**src/rtl/fetch_stage_pkg.sv**
```systemverilog
// Shared pipeline definitions for the IF stage and the ID stage that consumes
// the IF/ID latch, so both sides agree on reset PC, NOP encoding and widths.
package fetch_stage_pkg;

  localparam int unsigned IFID_ADDR_W  = 32;
  localparam int unsigned IFID_INSTR_W = 32;

  localparam logic [IFID_ADDR_W-1:0]  RESET_PC_DEFAULT = 32'h0040_0000;
  localparam logic [IFID_INSTR_W-1:0] NOP_INSTR        = 32'h0000_0000;

  localparam int unsigned CNT_W_DEFAULT = 16;

endpackage

```
**src/rtl/fetch_stage_sat_counter.sv**
```systemverilog
// Saturating event counter: increments on inc, sticks at all-ones, never wraps.
module sat_counter #(
  parameter int unsigned CNT_W = 16
) (
  input  logic             clk,
  input  logic             rst_n,
  input  logic             inc,
  output logic [CNT_W-1:0] count
);

  logic [CNT_W-1:0] r_count;
  logic             w_full;

  assign w_full = &r_count;
  assign count  = r_count;

  always_ff @(posedge clk or negedge rst_n) begin
    if (!rst_n) begin
      r_count <= '0;
    end else if (inc && !w_full) begin
      r_count <= r_count + CNT_W'(1);
    end
  end

endmodule

```
**src/rtl/fetch_stage.sv**
```systemverilog
// Instruction fetch stage: PC register, instruction-memory address, IF/ID latch,
// and saturating stall/flush counters for performance debug.
module fetch_stage
  import fetch_stage_pkg::*;
#(
  parameter int unsigned         ADDR_W   = IFID_ADDR_W,
  parameter int unsigned         INSTR_W  = IFID_INSTR_W,
  parameter logic [ADDR_W-1:0]   RESET_PC = ADDR_W'(RESET_PC_DEFAULT),
  parameter int unsigned         CNT_W    = CNT_W_DEFAULT
) (
  input  logic               i_CLK,
  input  logic               i_RST_N,
  input  logic               stall,
  input  logic               flush,
  input  logic [ADDR_W-1:0]  redirect_pc,
  input  logic               imem_rdy,
  input  logic [INSTR_W-1:0] imem_instr,
  output logic [ADDR_W-1:0]  imem_addr,
  output logic [INSTR_W-1:0] ifid_instr,
  output logic [ADDR_W-1:0]  ifid_pc4,
  output logic               ifid_valid,
  output logic [CNT_W-1:0]   stall_cnt,
  output logic [CNT_W-1:0]   flush_cnt
);

  localparam logic [ADDR_W-1:0] ALIGN_MASK = ~ADDR_W'(3);

  logic [ADDR_W-1:0]  r_pc;
  logic [INSTR_W-1:0] r_ifid_instr;
  logic [ADDR_W-1:0]  r_ifid_pc4;
  logic               r_ifid_valid;
  logic [ADDR_W-1:0]  w_pc;
  logic [ADDR_W-1:0]  w_pc4;
  logic               w_flush_taken;

  assign w_pc          = r_pc & ALIGN_MASK;
  assign w_pc4         = w_pc + ADDR_W'(4);
  assign w_flush_taken = flush && !stall;

  assign imem_addr  = w_pc;
  assign ifid_instr = r_ifid_instr;
  assign ifid_pc4   = r_ifid_pc4;
  assign ifid_valid = r_ifid_valid;

  // imem handshake: imem_instr is the word at imem_addr and is only consumed on
  // an edge where imem_rdy=1 with no stall/flush; there is no request signal,
  // the memory is assumed to track imem_addr continuously.
  // Stall beats flush: with a load-use stall the branch operands are stale and
  // ID re-resolves the redirect next cycle.
  always_ff @(posedge i_CLK or negedge i_RST_N) begin
    if (!i_RST_N) begin
      r_pc         <= RESET_PC;
      r_ifid_instr <= INSTR_W'(NOP_INSTR);
      r_ifid_pc4   <= '0;
      r_ifid_valid <= 1'b0;
    end else if (stall) begin
      r_pc         <= r_pc;
      r_ifid_instr <= r_ifid_instr;
      r_ifid_pc4   <= r_ifid_pc4;
      r_ifid_valid <= r_ifid_valid;
    end else if (flush) begin
      r_pc         <= redirect_pc & ALIGN_MASK;
      r_ifid_instr <= INSTR_W'(NOP_INSTR);
      r_ifid_pc4   <= '0;
      r_ifid_valid <= 1'b0;
    end else if (!imem_rdy) begin
      r_pc         <= r_pc;
      r_ifid_instr <= INSTR_W'(NOP_INSTR);
      r_ifid_pc4   <= '0;
      r_ifid_valid <= 1'b0;
    end else begin
      r_pc         <= w_pc4;
      r_ifid_instr <= imem_instr;
      r_ifid_pc4   <= w_pc4;
      r_ifid_valid <= 1'b1;
    end
  end

  sat_counter #(.CNT_W(CNT_W)) u_stall_cnt (
    .clk   (i_CLK),
    .rst_n (i_RST_N),
    .inc   (stall),
    .count (stall_cnt)
  );

  sat_counter #(.CNT_W(CNT_W)) u_flush_cnt (
    .clk   (i_CLK),
    .rst_n (i_RST_N),
    .inc   (w_flush_taken),
    .count (flush_cnt)
  );

endmodule

```
**config.mk**
```make
export PLATFORM = sky130hd
export DESIGN_NAME = fetch_stage
export DESIGN_NICKNAME = d
export VERILOG_FILES = /design/src/rtl/fetch_stage_pkg.sv /design/src/rtl/fetch_stage_sat_counter.sv /design/src/rtl/fetch_stage.sv
export SDC_FILE = /design/constraint.sdc
export NUM_CORES = 1
export LEC_CHECK = 0
export CORE_MARGIN = 5
export CORE_UTILIZATION = 45
export DETAILED_ROUTE_END_ITERATION = 6
export PLACE_DENSITY_LB_ADDON = 0.25
export SYNTH_ARGS = -nofsm -noshare
export SYNTH_HDL_FRONTEND = slang
export SYNTH_SLANG_ARGS = --single-unit
export TNS_END_PERCENT = 20
```
**constraint.sdc**
```tcl
create_clock -name i_CLK -period 4.65 [get_ports i_CLK]
set_clock_uncertainty 0.1 [all_clocks]
set_input_delay 0.6975 -clock i_CLK [delete_from_list [all_inputs] [get_ports i_CLK]]
set_output_delay 0.6975 -clock i_CLK [all_outputs]
set_load 0.02 [all_outputs]
```
# Yosys cells after proc, flatten, opt, wreduce, memory -nomap -nowiden
# Cells that the tools add are included.
# totals
regBits	129
out_inout_bits	129
wordCells	28
# op_classes
n_addsub	3
mux	8
n_bitwise	1
reduce_logical	10
# ops
operator	count
$mux 32	6
$add 16x1->16 const B	2
$add 32x3->32 const B	1
$reduce_and 16->1	2
$logic_and 1x1->1	3
$logic_not 1->1	3
$mux 1	2
$reduce_and 2->1	1
$reduce_bool 2->1	1
$not 1->1	1

# Longest topological paths before layout
# logic_depth
ltp_word	3
ltp_mapped	7
depth_no_buf	5

# Cells and area by module
# A second synthesis with hierarchy kept.
# unflattened
hier_cells	594
hier_area_um2	6089.6
# modules_own_cells
module	instances	cells_each	area_each_um2	seq_area_each_um2
fetch_stage	1	444	4408.0	2328.5
sat_counter	2	75	840.8	400.4

# Least setup slack after synthesis
# No wires, ideal clock.
# synth_path
path_kind	input to register
from	input flush
to	register r_pc[27]
setup_ns	0.071
arrival_ns	2.151
slack_ns	2.328
cell_stages	5
path_buffers	2
path_cell_list	clkbuf_1 > or3b_2 > clkbuf_1 > or4_1 > nand4_1
# synth_via
elab_chain_len	2
elab_cells_between_ends	3
# synth_lines
element	line	source
start, declared	fetch_stage.sv:14	input logic flush,
$reduce_bool 2->1 (no source line)	-	
$reduce_and 2->1 (no source line)	-	
end signal, assigned	fetch_stage.sv:57	r_pc <= r_pc;
end signal, assigned	fetch_stage.sv:62	r_pc <= redirect_pc & ALIGN_MASK;
end signal, assigned	fetch_stage.sv:67	r_pc <= r_pc;
end, declared	fetch_stage.sv:28	logic [ADDR_W-1:0] r_pc;
# Parallel ways exist; a longest one is shown, timed or not.
# A chain may end at the register's enable or synchronous reset.

# Worst setup path after layout
# layout_path
from	register r_pc[2]
to	register r_pc[22]
# layout_via
elab_chain_len	3
# layout_lines
element	line	source
$add 32x3->32	fetch_stage.sv:37	assign w_pc4 = w_pc + ADDR_W'(4);
$mux 32	fetch_stage.sv:66	end else if (!imem_rdy) begin
$mux 32	fetch_stage.sv:61	end else if (flush) begin
# Every way passes these cells. The select of a mux whose other input is x is not followed.

==> summary.md <==
| Metric | Value |
|---|---|
| Synth warn | `0` |
| Vias in the first global route | `5,945` |
| Via density | `5.917` |
| Routed len/inst | `18.96 microns` |
| Worst EP arrival | `3.12 ns` |
| DR vias | `5,988` |
| Dominant cell by count in the synthesized netlist | `dfrtp_1` |
| Die H | `128.7 microns` |
| Drt initial violations | `493` |
| Asr flop ratio synth | `1.000` |
| R2r setup slk | `1.76 ns` |
| Initial antenna violation count | `0` |
| Final setup fails | `0` |
| GRT overflow | `0` |
| Reg2reg path depth | `5` |
| Total GRT Usage | `0.2307` |
| Most frequent cells after synthesis | `124 x dfrtp_1, 70 x nand2_1, 47 x nand3_1, 37 x nor2_1` |
| Rows | `43` |
| Worst setup path end | `r_pc[22]$_DFFE_PN1P_` |
| Min-Delay Path Class | `input port to async pin` |
| Port Buffer Count | `191` |
| Final ANT Viol Nets | `0` |
| Hold_buf cts | `0` |
| Root buffer cell | `clkbuf_16` |
| Top Ports | `198` |
| Post-DP HPWL | `13.27 mm` |
| Mapped cell area | `6336 sq um` |
| Initial core utilization | `0.4582` |
| R2R Path End | `r_pc[22]$_DFFE_PN1P_` |
| Horiz. Die Dim | `128.7 microns` |
| Achievable Freq | `0.3463 GHz` |
| Synth area leader | `dfrtp_1` |
| CP Launch Point | `r_pc[2]$_DFFE_PN0P_` |
| RSZ-0062 raised after global routing | `no` |
| Synth Instances | `658` |
| Max-slew headroom | `0.2218` |
| Worst slew pin tran | `1.167 ns` |
| Initial DRT Pass Iterations | `5` |
| Max-cap viol count | `0` |
| Clock Sinks | `125` |
| Synth top area cells | `dfrtp_1 49%, a22o_1 4.8%, nand2_1 4.1%, nand3_1 3.7%, xnor2_1 3.5%` |
| Post-synthesis register bit count | `125` |
| Leakage power | `3.631 nW` |
| Post-synth EDFFs | `0` |
| TritonCTS buffer count | `17` |
| Status | `completed` |
| Kind of critical path | `flip-flop to flip-flop` |
| WL final | `19.19 mm` |
| ANT cells | `0` |
| TritonCTS clock tree | `built` |
| H-tree levels | `4` |
| First-pass GRT wire length | `30.72 mm` |
| Max FO, Critical Path | `13` |
| Final Cycle Share | `0.6210` |
| Maximum vdd drop | `0.2289 mV` |
| Clock tree buffer depth | `2` |
| Largest net degree at the start of global routing | `56` |
| Critical Path End Type | `flip-flop` |
| Ys flop type | `dfrtp_1` |
| Clk pin slew, worst setup/hold paths | `0.06 ns` |
| PD cells | `412.6 nW/um^2` |
| Worst reg2reg startpoint | `r_pc[2]$_DFFE_PN0P_` |
| Non-Filler Instances | `1,012` |
| Mapped Avg Cell Area | `9.629 sq um` |
| Part of the Yosys area used for sequential elements | `0.4939` |
| Synth-to-Final Area Change | `39.99%` |
| Residual DRC | `0` |
| Routability cong. | `0.8463` |
| Critical Path RT | `4.88 ns` |
| Top cell type's share of synthesized area | `0.4897` |
| CP Launch Type | `flip-flop` |
| Worst skew pair latency | `0.42 ns` |
| Resize count post-CTS | `0` |
| Total negative setup slack | `0 ns` |
| Postcts setup bufs | `0` |
| Slew Limit Fails | `0` |
| Final Hold Vio Count | `0` |
| Post-synth cell types | `60` |
| Final Critical Period | `2.888 ns` |
| Placed cell count | `980` |
| Layout Nets | `891` |
| Core area | `13,830 sq um` |
| Die Area | `16,550 sq um` |
| Share of layout cells above drive strength 1 | `0.06490` |
==> cell usage in the layout, fill, tap and decap left out, types with 18 or more instances in the layout <==
| cell type | instances |
|---|---|
| nand3_1 | 47 |
| xnor2_1 | 25 |
| a22o_1 | 35 |
| clkdlybuf4s50_1 | 188 |
| dfrtp_1 | 124 |
| nand4_1 | 24 |
| o211ai_1 | 18 |
| nor2_1 | 37 |
| o21ai_0 | 35 |
| nand2_1 | 70 |
==> through the flow <==
stage	area, sq um	power [mW]	hold slack, ns	util	worst slack (ns)
6_report	8870	3.660	0.2324	0.6415	1.762
5_1_grt	8870	3.828	0.2782	0.6415	1.610
4_1_cts	8870	3.688	0.2469	0.6415	1.802
3_5_place_dp	8275	2.349	0.3693	0.5985	1.670
3_3_place_gp	8275	2.320	0.3671	0.5985	1.707
2_1_floorplan	6347	1.887	0.3019	-	2.328
==> worst min path at each step <==
stage / start / depth (start not counted) / endpoint / slack (ns)
2_1_floorplan: i_RST_N / 0 / ifid_instr[0]$_DFFE_PN0N_ / 0.30
6_report: i_RST_N / 1 / u_stall_cnt.count[14]$_DFFE_PN0P_ / 0.23
5_1_grt: i_RST_N / 1 / u_stall_cnt.count[14]$_DFFE_PN0P_ / 0.28
3_5_place_dp: ifid_valid$_DFFE_PN0N_ / 2 / ifid_valid$_DFFE_PN0N_ / 0.37
3_3_place_gp: ifid_valid$_DFFE_PN0N_ / 2 / ifid_valid$_DFFE_PN0N_ / 0.37
4_1_cts: i_RST_N / 1 / u_stall_cnt.count[12]$_DFFE_PN0P_ / 0.25
==> critical path: stages (launching register included) <==
cell     delay (ns)
dfrtp_1        0.51
ha_1           0.32
nand3_1        0.46
or3_1          0.66
o311a_1        0.39
or3_1          0.36
==> state kept, by name (all words and copies together), names as in the netlist <==
name and count:
ifid_valid 1, u_stall_cnt.count 16, r_pc 30, u_flush_cnt.count 16, ifid_pc4 30, ifid_instr 32
==> power by group <==
| group | total [mW] | switching, mW | internal (mW) |
|---|---|---|---|
| sequential | 1.44 | 0.212 | 1.23 |
| combinational | 0.900 | 0.464 | 0.436 |
| clock | 1.32 | 0.502 | 0.820 |
| total | 3.66 | 1.18 | 2.48 |
==> routing by layer <==
layer | vias to the layer above | GRT usage | wire length [microns]
met4 | 0 | 0.08338 | 233
li1 | 2770 | - | -
met5 | - | 0 | 0
met2 | 273 | 0.3662 | 9185
met1 | 2928 | 0.3085 | 8145
met3 | 17 | 0.05687 | 1627
==> kinds of logic after synthesis <==
logic type,after synthesis,synth area share
xor+xnor,37,0.05115
other cells,1,0.0005918
buf+inv,71,0.04719
simple gates,257,0.2101
fa+ha+maj,3,0.005925
flops,125,0.4939
compound gates,158,0.1811
mux,6,0.01007
==> layout make-up <==
type / count / area [sq um]
multi-input cells: 465 / 2928
well taps: 180 / 225.2
clock buffers: 20 / 456.7
clock inverters: 12 / 137.6
repair buffers: 197 / 1944
inverters: 13 / 48.80
fillers: 1090 / 4957
flip-flops and latches: 125 / 3129
(Power assumes the default switching activity.)
